[config.mk]
export PLATFORM = sky130hd
export DESIGN_NAME = adc_period_meter
export DESIGN_NICKNAME = d
export VERILOG_FILES = /design/src/rtl/adc_period_meter.sv
export SDC_FILE = /design/constraint.sdc
export NUM_CORES = 1
export LEC_CHECK = 0
export BUFFER_PORTS_ARGS = -buffer_cell sky130_fd_sc_hd__buf_2
export CAP_MARGIN = 10
export CORE_MARGIN = 4
export CORE_UTILIZATION = 58
export DETAILED_ROUTE_END_ITERATION = 10
export GPL_TIMING_DRIVEN = 0
export MAX_ROUTING_LAYER = met4
export PLACE_DENSITY_LB_ADDON = 0.2
export SYNTH_ARGS = -nofsm -noshare
export SYNTH_HDL_FRONTEND = slang
export SYNTH_SLANG_ARGS = --single-unit
[constraint.sdc]
create_clock -name clk -period 3.7 [get_ports clk]
set_input_delay 0.74 -clock clk [delete_from_list [all_inputs] [get_ports clk]]
set_output_delay 0.74 -clock clk [all_outputs]
set_load 0.05 [all_outputs]
[src/rtl/adc_period_meter.sv]
// Capture side of the parallel 8-bit converter: drives ad_clk, samples ad_db and
// measures the input period with a hysteresis zero-crossing detector, averaged over 2^AVG_LOG2 periods.
module adc_period_meter #(
  parameter int unsigned MID      = 128,
  parameter int unsigned HYST     = 8,
  parameter int unsigned AVG_LOG2 = 2,
  parameter int unsigned TIMEOUT  = 1000000
) (
  input  logic        clk,
  input  logic        rst,
  output logic        ad_clk,
  input  logic [7:0]  ad_db,
  output logic [7:0]  sample,
  output logic [31:0] period,
  output logic [31:0] period_sum,
  output logic        period_valid,
  output logic        no_signal
);

  localparam int unsigned DATA_W = 8;
  localparam int unsigned CNT_W  = 32;
  localparam int unsigned EDGE_W = AVG_LOG2 + 1;
  localparam int unsigned HI_RAW = MID + HYST;
  localparam int unsigned LO_TH  = (MID >= HYST) ? (MID - HYST) : 0;
  localparam int unsigned HI_TH  = (HI_RAW > 255) ? 255 : HI_RAW;

  localparam logic [DATA_W-1:0] LO_CODE     = DATA_W'(LO_TH);
  localparam logic [DATA_W-1:0] HI_CODE     = DATA_W'(HI_TH);
  localparam logic [EDGE_W-1:0] EDGE_TARGET = EDGE_W'(1 << AVG_LOG2);
  localparam logic [CNT_W-1:0]  CNT_MAX     = '1;
  localparam logic [CNT_W-1:0]  TIMEOUT_CNT = CNT_W'(TIMEOUT);

  typedef enum logic [1:0] {CMP_UNARMED, CMP_LOW, CMP_HIGH} cmp_e;
  typedef enum logic       {ST_SEARCH, ST_MEASURE}          state_e;

  state_e              state, state_nxt;
  cmp_e                cmp, cmp_step, cmp_nxt;
  logic                eval;
  logic                rise_c;
  logic [CNT_W-1:0]    cnt, cnt_nxt;
  logic [CNT_W-1:0]    acc, acc_nxt, acc_sat;
  logic [CNT_W:0]      acc_add;
  logic [EDGE_W-1:0]   edges, edges_nxt, edges_inc;
  logic [CNT_W-1:0]    period_nxt, sum_nxt;
  logic                valid_nxt, nosig_nxt;

  // Sample strobe: ad_clk high marks the capture cycle; eval flags the cycle after it.
  always_ff @(posedge clk) begin
    if (rst) begin
      ad_clk <= 1'b0;
      sample <= '0;
      eval   <= 1'b0;
    end else begin
      ad_clk <= ~ad_clk;
      eval   <= ad_clk;
      if (ad_clk) sample <= ad_db;
    end
  end

  // Hysteresis comparator; a rise needs a previously observed low phase.
  always_comb begin
    cmp_step = cmp;
    rise_c   = 1'b0;
    if (eval) begin
      case (cmp)
        CMP_UNARMED: if (sample <= LO_CODE) cmp_step = CMP_LOW;
        CMP_LOW: begin
          if (sample >= HI_CODE) begin
            cmp_step = CMP_HIGH;
            rise_c   = 1'b1;
          end
        end
        CMP_HIGH:    if (sample <= LO_CODE) cmp_step = CMP_LOW;
        default:     cmp_step = CMP_UNARMED;
      endcase
    end
  end

  // Period accumulation FSM; a rise on the same cycle as a timeout takes priority.
  always_comb begin
    state_nxt  = state;
    cmp_nxt    = cmp_step;
    cnt_nxt    = cnt;
    acc_nxt    = acc;
    edges_nxt  = edges;
    period_nxt = period;
    sum_nxt    = period_sum;
    valid_nxt  = 1'b0;
    nosig_nxt  = no_signal;
    acc_add    = {1'b0, acc} + {1'b0, cnt};
    acc_sat    = acc_add[CNT_W] ? CNT_MAX : acc_add[CNT_W-1:0];
    edges_inc  = edges + EDGE_W'(1);

    if (ad_clk && (cnt != CNT_MAX)) cnt_nxt = cnt + CNT_W'(1);

    if (rise_c) begin
      cnt_nxt = CNT_W'(ad_clk);
      case (state)
        ST_SEARCH: begin
          state_nxt = ST_MEASURE;
          acc_nxt   = '0;
          edges_nxt = '0;
        end
        ST_MEASURE: begin
          if (edges_inc == EDGE_TARGET) begin
            sum_nxt    = acc_sat;
            period_nxt = acc_sat >> AVG_LOG2;
            valid_nxt  = 1'b1;
            nosig_nxt  = 1'b0;
            acc_nxt    = '0;
            edges_nxt  = '0;
          end else begin
            acc_nxt   = acc_sat;
            edges_nxt = edges_inc;
          end
        end
        default: state_nxt = ST_SEARCH;
      endcase
    end else if (cnt >= TIMEOUT_CNT) begin
      // Counter restarts so the comparator can re-arm while no_signal stays latched.
      nosig_nxt = 1'b1;
      state_nxt = ST_SEARCH;
      cmp_nxt   = CMP_UNARMED;
      acc_nxt   = '0;
      edges_nxt = '0;
      cnt_nxt   = '0;
    end
  end

  always_ff @(posedge clk) begin
    if (rst) begin
      state        <= ST_SEARCH;
      cmp          <= CMP_UNARMED;
      cnt          <= '0;
      acc          <= '0;
      edges        <= '0;
      period       <= '0;
      period_sum   <= '0;
      period_valid <= 1'b0;
      no_signal    <= 1'b0;
    end else begin
      state        <= state_nxt;
      cmp          <= cmp_nxt;
      cnt          <= cnt_nxt;
      acc          <= acc_nxt;
      edges        <= edges_nxt;
      period       <= period_nxt;
      period_sum   <= sum_nxt;
      period_valid <= valid_nxt;
      no_signal    <= nosig_nxt;
    end
  end

endmodule

==> results.sh <==
export IMPL_crit_required_ns=4.09
export IMPL_drv_cap=0
export IMPL_finalHoldViolations=0
export IMPL_path_class="reg -> reg"
export IMPL_ctsRootBufferMaster="clkbuf_8"
export IMPL_start_kind="flip-flop"
export IMPL_r2r_cells=10
export IMPL_cts_resized=0
export IMPL_ant_nets=0
export IMPL_grt_pass1_vias=5588
export IMPL_core_area_sq_mm=0.01089
export IMPL_clkSinkCount=114
export IMPL_cts_tree="yes"
export IMPL_maxSlewViolCount=0
export IMPL_ir_drop_mv=0.3817
export IMPL_grt_max_degree=17
export IMPL_post_dp_cell_area_sq_mm=0.007097
export IMPL_cts_max_level=4
export IMPL_met1_usage=0.3347
export IMPL_area_growth_pct=18.61
export IMPL_post_cts_setup_buffers=0
export IMPL_port_buffers=82
export IMPL_finalWirelength_microns=17000
export IMPL_period_needed_ns=3.124
export IMPL_antenna_found_initial=0
export IMPL_crit_path_end_kind="flip-flop"
export IMPL_diodes=0
export IMPL_synthTopCellsByArea="dfxtp_1, ha_1, a211oi_2"
export IMPL_fin_skew_ns=0.008266
export IMPL_synth_seq_area_share=0.3531
export IMPL_cts_made_buffers=17
export IMPL_via_per_inst=5.657
export IMPL_critPathMaxFanout=5
export IMPL_die_h_microns=113.6
export IMPL_drc=0
export IMPL_syn_area_sq_mm=0.006462
export IMPL_globalplace_congestion=0.9307
export IMPL_fmax_ghz=0.3201
export IMPL_grt_ovfl_total=0
export IMPL_fin_area_sq_mm=0.007665
export IMPL_grt_busiest_layer="met2"
export IMPL_synthFlopType="dfxtp_1"
export IMPL_design_die_area_sq_mm=0.01289
export IMPL_slew_headroom=0.4552
export IMPL_synth_distinct_cells=72
export IMPL_regToRegSetupSlack_ns=0.58
export IMPL_power_density_mw_per_mm2=384.4
export IMPL_synth_top_cell_by_area="dfxtp_1"
export IMPL_critical_path_startpoint="cnt[0]"
export IMPL_synthCells=742
export IMPL_period_share=0.8443
export IMPL_worst_slew_pin_slew_ns=0.8172
export IMPL_start_util=0.5935
export IMPL_critPathArrivalTime_ns=3.52
export IMPL_met2_usage=0.4582
export IMPL_dp_hpwl_microns=12580
export IMPL_async_reset_ff_frac=0
export IMPL_leakage_nw=3.377
export IMPL_finalSetupTns_ns=0
export IMPL_clk_latency_ns=0.54
export IMPL_ios=85
export IMPL_drive_gt1_frac=0.2730
export IMPL_syn_mean_instance_area_sq_um=8.709
export IMPL_ys_seq_elements=114
export IMPL_dr_total_vias=5702
export IMPL_drt_iter0_drc=362
export IMPL_r2r_end="acc[27]"
export IMPL_postCtsHoldBufs=0
export IMPL_rsz0062_at_grt="false"
export IMPL_clock_path_buffers=2
export IMPL_hp_class="in -> reg"
export IMPL_synth_edff_count=0
export IMPL_yosysMostFrequentCell="dfxtp_1"
export IMPL_outcome="finished, final reports clean"
export IMPL_fin_nets=903
export IMPL_track_usage=0.2812
export IMPL_yosys_warnings=0
export IMPL_die_width_microns=113.6
export IMPL_yosys_top_cells_count="dfxtp_1, nor2_1, nand2_1"
export IMPL_met3_usage=0.06844
export IMPL_timing_rr_start="cnt[0]"
export IMPL_grt_pass1_wl_microns=27810
export IMPL_synth_top_cell_area_share=0.3531
export IMPL_row_count=38
export IMPL_routedWlPerCell_microns=16.86
export IMPL_final_setup_viol_count=0
export IMPL_first_pass_iters=5
export IMPL_path_clk_slew_ns=0.06
export IMPL_endpoint="acc[27]"
[state kept, by name, summed over array words and instances, names as in the netlist, 2 cells and up]
name,cells
period_sum,32
cnt,32
cmp,2
edges,3
acc,32
sample,8
[layout by cell type (no fill, tap or decap), types with 6 or more instances in the layout]
cell and instances:
dfxtp_1 114, nor2_1 88, buf_2 87, nand2_1 70, o21ai_0 55, ha_1 36
a21oi_1 35, buf_4 33, a211oi_2 28, nor2_2 25, xnor2_1 21, xor2_1 20
clkbuf_1 17, nand3_1 17, clkbuf_16 16, inv_1 15, conb_1 14, nand4_1 13
nor3_1 10, a21oi_2 9, a21o_1 9, mux2i_1 9, nor4_1 8, and3_1 8
and2_1 6, o21a_1 6
[worst min path at each step]
| stage | start | endpoint | slack, ns | cells past startpoint |
|---|---|---|---|---|
| CTS | ad_db[1] | sample[1] | 0.43 | 3 |
| global placement | acc[0] | acc[0] | 0.44 | 2 |
| global route | ad_db[4] | sample[4] | 0.44 | 3 |
| detailed placement | acc[2] | acc[2] | 0.45 | 2 |
| finish | ad_db[1] | sample[1] | 0.44 | 3 |
| floorplan | acc[0] | acc[0] | 0.43 | 2 |
[kinds of logic (layout without fill, tap and decap cells)]
logic type,after synthesis,in the layout,share of synthesized area
buffers and inverters,77,190,0.07357
multiplexers,9,9,0.01394
other,1,14,0.0005803
flip-flops,114,114,0.3531
AND/OR/NAND/NOR,276,276,0.2101
adder cells (fa/ha/maj),37,37,0.07280
XOR/XNOR,41,41,0.05557
AO/OA/AOI/OAI,187,187,0.2203
[where the power goes]
part	internal, mW	leakage (nW)	total (mW)	switching [mW]
clock network	1.00	0.279	1.57	0.567
logic	0.0373	2.17	0.122	0.0842
registers	1.24	0.925	1.26	0.0143
total	2.28	3.38	2.95	0.666
[critical path: stages, from the launching register on]
cell and delay, ns:
dfxtp_1 0.35, ha_1 0.25, fa_1 0.42, nand3_1 0.19
a211oi_4 0.11, o2111ai_1 0.30, nand4_2 0.24, a21oi_4 0.22
a31oi_4 0.16, nor4_1 0.59, o21ai_0 0.16
[metrics by stage]
stage | util | cells | setup slack [ns] | hold WS (ns) | total power [mW]
floorplan | - | 755 | 1.131 | 0.4291 | 1.369
CTS | 0.7040 | 1008 | 0.4713 | 0.4270 | 2.957
finish | 0.7040 | 1008 | 0.5760 | 0.4386 | 2.946
detailed placement | 0.6518 | 977 | 0.5954 | 0.4516 | 1.402
global placement | 0.6518 | 977 | 0.6163 | 0.4382 | 1.400
global route | 0.7040 | 1008 | 0.3252 | 0.4377 | 3.030
[layout make-up]
class	instances	area (sq um)
clock inverters	10	108.9
plain buffers	62	419.2
fillers	882	3223
repair buffers	82	410.4
flip-flops and latches	114	2282
clock buffers	21	459.2
well taps	140	175.2
inverters	15	56.30
multi-input cells	564	3754
[routing by layer]
metal / vias to the layer above / share of wire / routed length, microns
met4: 0 / 0.026 / 442
li1: 2806 / - / -
met1: 2683 / 0.44 / 7556
met3: 38 / 0.050 / 848
met5: - / 0 / 0
met2: 175 / 0.48 / 8149
Note: power is estimated with default switching activity, not from simulation.
